## src/rtl/modexp_ctrl_if.sv

```systemverilog
`default_nettype none
// +-----------------------------------------------------------------------------+
// | modexp_ctrl_if                                                              |
// | Command, multiplier-handshake and writeback-strobe bundle for modexp_ctrl.  |
// | Revision: 1.0                                                               |
// +-----------------------------------------------------------------------------+
interface modexp_ctrl_if #(
  parameter int E_WIDTH = 1024
);
  logic               start;
  logic [E_WIDTH-1:0] exp_in;
  logic               busy;
  logic               done;
  logic               mul_start;
  logic [1:0]         mul_op;
  logic               mul_done;
  logic               acc_load;
  logic               wb_xt;
  logic               wb_acc;
  logic [15:0]        mul_count;
  logic [3:0]         state_dbg;

  modport master (
    input  start, exp_in, mul_done,
    output busy, done, mul_start, mul_op, acc_load, wb_xt, wb_acc, mul_count, state_dbg
  );

  modport slave (
    output start, exp_in, mul_done,
    input  busy, done, mul_start, mul_op, acc_load, wb_xt, wb_acc, mul_count, state_dbg
  );
endinterface
`default_nettype wire

```

## src/rtl/modexp_ctrl.sv

```systemverilog
`default_nettype none
// +-----------------------------------------------------------------------------+
// | modexp_ctrl                                                                 |
// | Left-to-right square-and-multiply sequencer for a shared Montgomery         |
// | multiplier. MODEXP_CONST_TIME_EN selects the constant-time schedule.        |
// | Revision: 1.0                                                               |
// +-----------------------------------------------------------------------------+
module modexp_ctrl #(
  parameter int E_WIDTH = 1024,
  parameter int IDX_W   = 10
) (
  input  logic          clk,
  input  logic          reset,
  modexp_ctrl_if.master bus
);

  localparam logic [1:0]       c_op_tox  = 2'd0;
  localparam logic [1:0]       c_op_sqr  = 2'd1;
  localparam logic [1:0]       c_op_mul  = 2'd2;
  localparam logic [1:0]       c_op_from = 2'd3;
  localparam logic [IDX_W-1:0] c_last_idx = IDX_W'(E_WIDTH - 1);

`ifdef MODEXP_CONST_TIME_EN
  localparam bit c_const_time = 1'b1;
`else
  localparam bit c_const_time = 1'b0;
`endif

  typedef enum logic [3:0] {
    S_IDLE   = 4'd0,
    S_INIT   = 4'd1,
    S_W_TOX  = 4'd2,
    S_SCAN   = 4'd3,
    S_SQR    = 4'd4,
    S_W_SQR  = 4'd5,
    S_MUL    = 4'd6,
    S_W_MUL  = 4'd7,
    S_NEXT   = 4'd8,
    S_FROM   = 4'd9,
    S_W_FROM = 4'd10,
    S_DONE   = 4'd11
  } state_t;

  state_t             r_state;
  logic [E_WIDTH-1:0] r_exp;
  logic [IDX_W-1:0]   r_idx;
  logic               w_bit;
  logic               w_op_done;

  assign w_bit         = r_exp[r_idx];
  // A completion coinciding with our own issue pulse belongs to no op of ours.
  assign w_op_done     = bus.mul_done & ~bus.mul_start;
  assign bus.state_dbg = r_state;

  always_ff @(posedge clk or posedge reset) begin
    if (reset) begin
      r_state       <= S_IDLE;
      r_exp         <= '0;
      r_idx         <= '0;
      bus.busy      <= 1'b0;
      bus.done      <= 1'b0;
      bus.mul_start <= 1'b0;
      bus.mul_op    <= c_op_tox;
      bus.acc_load  <= 1'b0;
      bus.wb_xt     <= 1'b0;
      bus.wb_acc    <= 1'b0;
      bus.mul_count <= '0;
    end else begin
      bus.done      <= 1'b0;
      bus.mul_start <= 1'b0;
      bus.acc_load  <= 1'b0;
      bus.wb_xt     <= 1'b0;
      bus.wb_acc    <= 1'b0;
      case (r_state)
        S_IDLE: begin
          if (bus.start) begin
            r_exp         <= bus.exp_in;
            r_idx         <= c_last_idx;
            bus.mul_count <= '0;
            bus.busy      <= 1'b1;
            bus.acc_load  <= 1'b1;
            r_state       <= S_INIT;
          end
        end
        S_INIT: begin
          bus.mul_start <= 1'b1;
          bus.mul_op    <= c_op_tox;
          bus.mul_count <= bus.mul_count + 16'd1;
          r_state       <= S_W_TOX;
        end
        S_W_TOX: begin
          if (w_op_done) begin
            bus.wb_xt <= 1'b1;
            r_state   <= c_const_time ? S_SQR : S_SCAN;
          end
        end
        S_SCAN: begin
          if (w_bit) begin
            r_state <= S_SQR;
          end else if (r_idx == '0) begin
            r_state <= S_FROM;
          end else begin
            r_idx <= r_idx - IDX_W'(1);
          end
        end
        S_SQR: begin
          bus.mul_start <= 1'b1;
          bus.mul_op    <= c_op_sqr;
          bus.mul_count <= bus.mul_count + 16'd1;
          r_state       <= S_W_SQR;
        end
        S_W_SQR: begin
          if (w_op_done) begin
            bus.wb_acc <= 1'b1;
            r_state    <= (w_bit || c_const_time) ? S_MUL : S_NEXT;
          end
        end
        S_MUL: begin
          bus.mul_start <= 1'b1;
          bus.mul_op    <= c_op_mul;
          bus.mul_count <= bus.mul_count + 16'd1;
          r_state       <= S_W_MUL;
        end
        S_W_MUL: begin
          if (w_op_done) begin
            // A multiply on a zero bit is a timing dummy; its result is dropped.
            bus.wb_acc <= w_bit;
            r_state    <= S_NEXT;
          end
        end
        S_NEXT: begin
          if (r_idx == '0) begin
            r_state <= S_FROM;
          end else begin
            r_idx   <= r_idx - IDX_W'(1);
            r_state <= S_SQR;
          end
        end
        S_FROM: begin
          bus.mul_start <= 1'b1;
          bus.mul_op    <= c_op_from;
          bus.mul_count <= bus.mul_count + 16'd1;
          r_state       <= S_W_FROM;
        end
        S_W_FROM: begin
          if (w_op_done) begin
            bus.wb_acc <= 1'b1;
            r_state    <= S_DONE;
          end
        end
        S_DONE: begin
          bus.done <= 1'b1;
          bus.busy <= 1'b0;
          r_state  <= S_IDLE;
        end
        default: r_state <= S_IDLE;
      endcase
    end
  end

endmodule
`default_nettype wire

```

## src/flat_wrapper.sv

```systemverilog
// flat-port wrapper written by rule: the top's interface ports become plain ports
module modexp_ctrl_flat 
#(
  parameter int E_WIDTH = 1024,
  parameter int IDX_W   = 10
)
  (clk, reset, bus_start, bus_exp_in, bus_mul_done, bus_busy, bus_done, bus_mul_start, bus_mul_op, bus_acc_load, bus_wb_xt, bus_wb_acc, bus_mul_count, bus_state_dbg);
  modexp_ctrl_if #(.E_WIDTH(E_WIDTH)) bus_i ();
  input  logic clk;
  input  logic reset;
  input wire logic [$bits(bus_i.start)-1:0] bus_start;
  input wire logic [$bits(bus_i.exp_in)-1:0] bus_exp_in;
  input wire logic [$bits(bus_i.mul_done)-1:0] bus_mul_done;
  output wire logic [$bits(bus_i.busy)-1:0] bus_busy;
  output wire logic [$bits(bus_i.done)-1:0] bus_done;
  output wire logic [$bits(bus_i.mul_start)-1:0] bus_mul_start;
  output wire logic [$bits(bus_i.mul_op)-1:0] bus_mul_op;
  output wire logic [$bits(bus_i.acc_load)-1:0] bus_acc_load;
  output wire logic [$bits(bus_i.wb_xt)-1:0] bus_wb_xt;
  output wire logic [$bits(bus_i.wb_acc)-1:0] bus_wb_acc;
  output wire logic [$bits(bus_i.mul_count)-1:0] bus_mul_count;
  output wire logic [$bits(bus_i.state_dbg)-1:0] bus_state_dbg;
  assign bus_i.start = bus_start;
  assign bus_i.exp_in = bus_exp_in;
  assign bus_i.mul_done = bus_mul_done;
  assign bus_busy = bus_i.busy;
  assign bus_done = bus_i.done;
  assign bus_mul_start = bus_i.mul_start;
  assign bus_mul_op = bus_i.mul_op;
  assign bus_acc_load = bus_i.acc_load;
  assign bus_wb_xt = bus_i.wb_xt;
  assign bus_wb_acc = bus_i.wb_acc;
  assign bus_mul_count = bus_i.mul_count;
  assign bus_state_dbg = bus_i.state_dbg;
  modexp_ctrl #(.E_WIDTH(E_WIDTH), .IDX_W(IDX_W)) u_core (.clk(clk), .reset(reset), .bus(bus_i));
endmodule
```

## config.mk

```make
export PLATFORM = sky130hd
export DESIGN_NAME = modexp_ctrl_flat
export DESIGN_NICKNAME = d
export VERILOG_FILES = /design/src/rtl/modexp_ctrl_if.sv /design/src/rtl/modexp_ctrl.sv /design/src/flat_wrapper.sv
export SDC_FILE = /design/constraint.sdc
export NUM_CORES = 2
export LEC_CHECK = 0
export ABC_AREA = 1
export BUFFER_PORTS_ARGS = -buffer_cell sky130_fd_sc_hd__buf_2
export CORE_AREA = 3 3 413 415
export DETAILED_ROUTE_END_ITERATION = 16
export DIE_AREA = 0 0 416 418
export PLACE_DENSITY = 0.52
export SETUP_SLACK_MARGIN = 0.15
export SYNTH_ARGS = -nofsm -noshare
export SYNTH_HDL_FRONTEND = slang
export SYNTH_SLANG_ARGS = --single-unit
```

## constraint.sdc

```tcl
create_clock -name clk -period 40.4 [get_ports clk]
set_clock_uncertainty 0.05 [all_clocks]
set_input_delay 2.02 -clock clk [delete_from_list [all_inputs] [get_ports clk]]
set_output_delay 2.02 -clock clk [all_outputs]
set_load 0.01 [all_outputs]
```

==> flow_summary.ini <==
[synth]
ys_ff_latch = 1062
synth.avg_cell_area_um2 = 7.59
synth_top_cell_by_area = dfrtp_1
synth_edf_count = 0
yosysWarningCount = 0
ys_seq_area_frac = 0.522
synth_cells = 6708
synth_ff_type = dfrtp_1
ys_async_sr_fraction = 1.00
synthDistinctLibCells = 37
synth_area_leaders = dfrtp_1, nand2_1, o21ai_0
yosysMostFrequentCell = nand2_1
syn_nets = 7738
syn_area_mm2 = 0.0509
synth_top_area_share = 0.522
synth_commonest_cells = nand2_1, dfrtp_1, o21ai_0

[finish]
final_area_mm2 = 0.0620
layout-drive-gt1-share = 0.178
area_growth_pct = 21.8
fin_util = 0.371
layout.cells.non_filler = 9882
final_nets = 8542

[global_routing]
grt-ovfl-total = 0
antenna_found_initial = 129
grt_pass1_vias = 46673
grt_max_degree = 261
grtUsageTotal = 0.234
grt_pass1_wl_um = 306000

[worst_setup_path]
r2r_end = u_core.r_exp[307]
cp_data_required_time_ns = 41.00
cp_slowest_cell = buf_4
arrival_ns = 7.61
cpMostUsedCell = buf_4
worstPathCellList = buf_2 > nand2_4 > inv_8 > buf_4 > buf_4 > buf_12 > buf_4 > buf_4 > nand2_1 > o21ai_0
startpoint_type = input pin
r2r_cells = 12
worst_path_largest_cell_delay_ns = 0.99
worstPathMaxFanout = 202
crit_buf_inv = 7
r2r_setup_slack_ns = 33.89
crit_type = in2reg
critical_path.startpoint = bus_start
critPathTopFamily = buffers and inverters
end_kind = flop
r2r_start = u_core.bus.state_dbg[2]

[timing]
finalSetupViolCount = 0
fin_crit_sh = 0.173
final_hold_viol_count = 0
worst_pin_slew_ns = 1.16
slew_headroom = 0.224
rsz0062_at_grt = no
slew_violations = 0
fmax_mhz = 143
finalSetupTns_ns = 0
final.min_clock_period_ns = 7.01

[route]
dr.pass1.iters = 6
vias_per_cell = 4.81
antenna_left = 0
wl_per_cell_um = 21.3
num_vias = 47519
first_iter_violations = 4196
routed_wl_um = 211000
drc_errors = 0

[pwr]
clockPowerShare = 0.235
switching_share = 0.433
p_comb_frac = 0.420
power.density_mw_per_mm2 = 83.8
ir_drop_uv = 53.4
power.total_mw = 5.20
p_int_mw = 2.95
p_sw_mw = 2.25
leakagePower_nw = 31.8
pwr-share-seq = 0.345

[cts]
ctsResizeCount = 0
clk_pin_slew_worst_paths_ns = 0.06
cts_buffer_depth = 3
cts_num_sinks = 1062
cts_tree = done
post-cts-setup-buffers = 0
postCtsHoldBufs = 0
htree_levels = 4
clk_latency_ns = 0.78
ctsRootBufferMaster = clkbuf_16
cts_made_buffers = 131

[placement]
placed_area_mm2 = 0.0574
dp_hpwl_um = 143000
place_inst = 9583
gp_congestion = 0.871
port_buffers = 1055

[worst_hold_path]
min_path_type = reg2reg
worstHoldEndpoint = u_core.r_exp[552]
min_path_cells = 2
min_from = u_core.r_exp[552]

[floorplan]
row_count = 150
initial_core_util = 0.305
die_w_um = 416
core_mm2 = 0.167
die_area_mm2 = 0.174
ios = 1056
die_h_um = 418

[status]
run_status = finished, final reports clean

[run]
max-cap-violations = 0
worst register-to-register path, stage by stage, from the launching register on:
cell and delay, ns:
dfrtp_1 0.42, nor2_1 0.15, inv_1 0.11, nor2_1 0.17, nand2_4 0.23, inv_8 0.55
buf_4 0.87, buf_4 0.74, buf_12 0.45, buf_4 1.23, buf_4 1.03, nand2_1 0.24
o21ai_0 0.16
per-stage QoR:
step | setup slack [ns] | hold slack, ns
2_1_floorplan | 8.44 | 0.394
6_report | 33.39 | 0.419
3_5_place_dp | 32.70 | 0.409
3_3_place_gp | 32.78 | 0.407
4_1_cts | 33.54 | 0.425
5_1_grt | 32.92 | 0.437
power by group through the flow:
stage / combinational [mW] / sequential, mW / clock (mW)
2_1_floorplan: 1.56 / 1.74 / 0
3_3_place_gp: 2.18 / 1.80 / 0
3_5_place_dp: 2.21 / 1.81 / 0
4_1_cts: 2.22 / 1.79 / 1.25
5_1_grt: 2.49 / 1.85 / 1.29
6_report: 2.18 / 1.79 / 1.22
flip-flops by register name, summed over array words and instances (netlist names):
signal and count:
u_core.r_idx 10, u_core.bus.done 1, u_core.bus.mul_count 16, u_core.r_exp 1024
u_core.bus.mul_op 2, u_core.bus.busy 1, u_core.bus.mul_start 1, u_core.bus.wb_xt 1
u_core.bus.wb_acc 1, u_core.bus.state_dbg 4, u_core.bus.acc_load 1
logic make-up after synthesis:
group | after synthesis | synth area share
flip-flops | 1062 | 0.522
buffers and inverters | 1131 | 0.0949
XOR/XNOR | 7 | 0.00120
AND/OR/NAND/NOR | 3334 | 0.259
adder cells (fa/ha/maj) | 2 | 0.000491
AO/OA/AOI/OAI | 1172 | 0.123
how the worst max path moves through the flow:
stage / endpoint / slack [ns] / cells past startpoint
2_1_floorplan: u_core.bus.acc_load / 8.44 / 1
4_1_cts: u_core.r_exp[356] / 33.54 / 9
3_3_place_gp: u_core.r_exp[297] / 32.78 / 9
5_1_grt: u_core.r_exp[297] / 32.92 / 9
3_5_place_dp: u_core.r_exp[356] / 32.70 / 9
6_report: u_core.r_exp[307] / 33.39 / 10
routing by layer:
metal / GRT usage / share of wire
met5: 0 / 0.00063
met4: 0.108 / 0.046
met3: 0.0390 / 0.048
met2: 0.391 / 0.48
met1: 0.296 / 0.42
layout by cell type (no fill, tap or decap), types with 50 or more instances in the layout:
cell	synthesis	layout
clkbuf_16	0	131
nand2_1	2745	2744
diode_2	0	67
nor2_1	101	99
o21ai_0	797	797
nand3_1	460	460
a21oi_1	180	180
buf_4	26	50
o211ai_1	141	141
buf_2	112	1055
dfrtp_1	1062	1056
inv_1	679	678
final cells by class:
| cell class | count | area [um^2] |
|---|---|---|
| flip-flops and latches | 1062 | 26600 |
| well taps | 2204 | 2760 |
| fillers | 17800 | 105000 |
| multi-input cells | 4515 | 19600 |
| inverters | 688 | 2620 |
| clock inverters | 40 | 674 |
| diodes | 67 | 168 |
| repair buffers | 1114 | 5840 |
| clock buffers | 192 | 3830 |
Power figures use the tool's default switching activity.
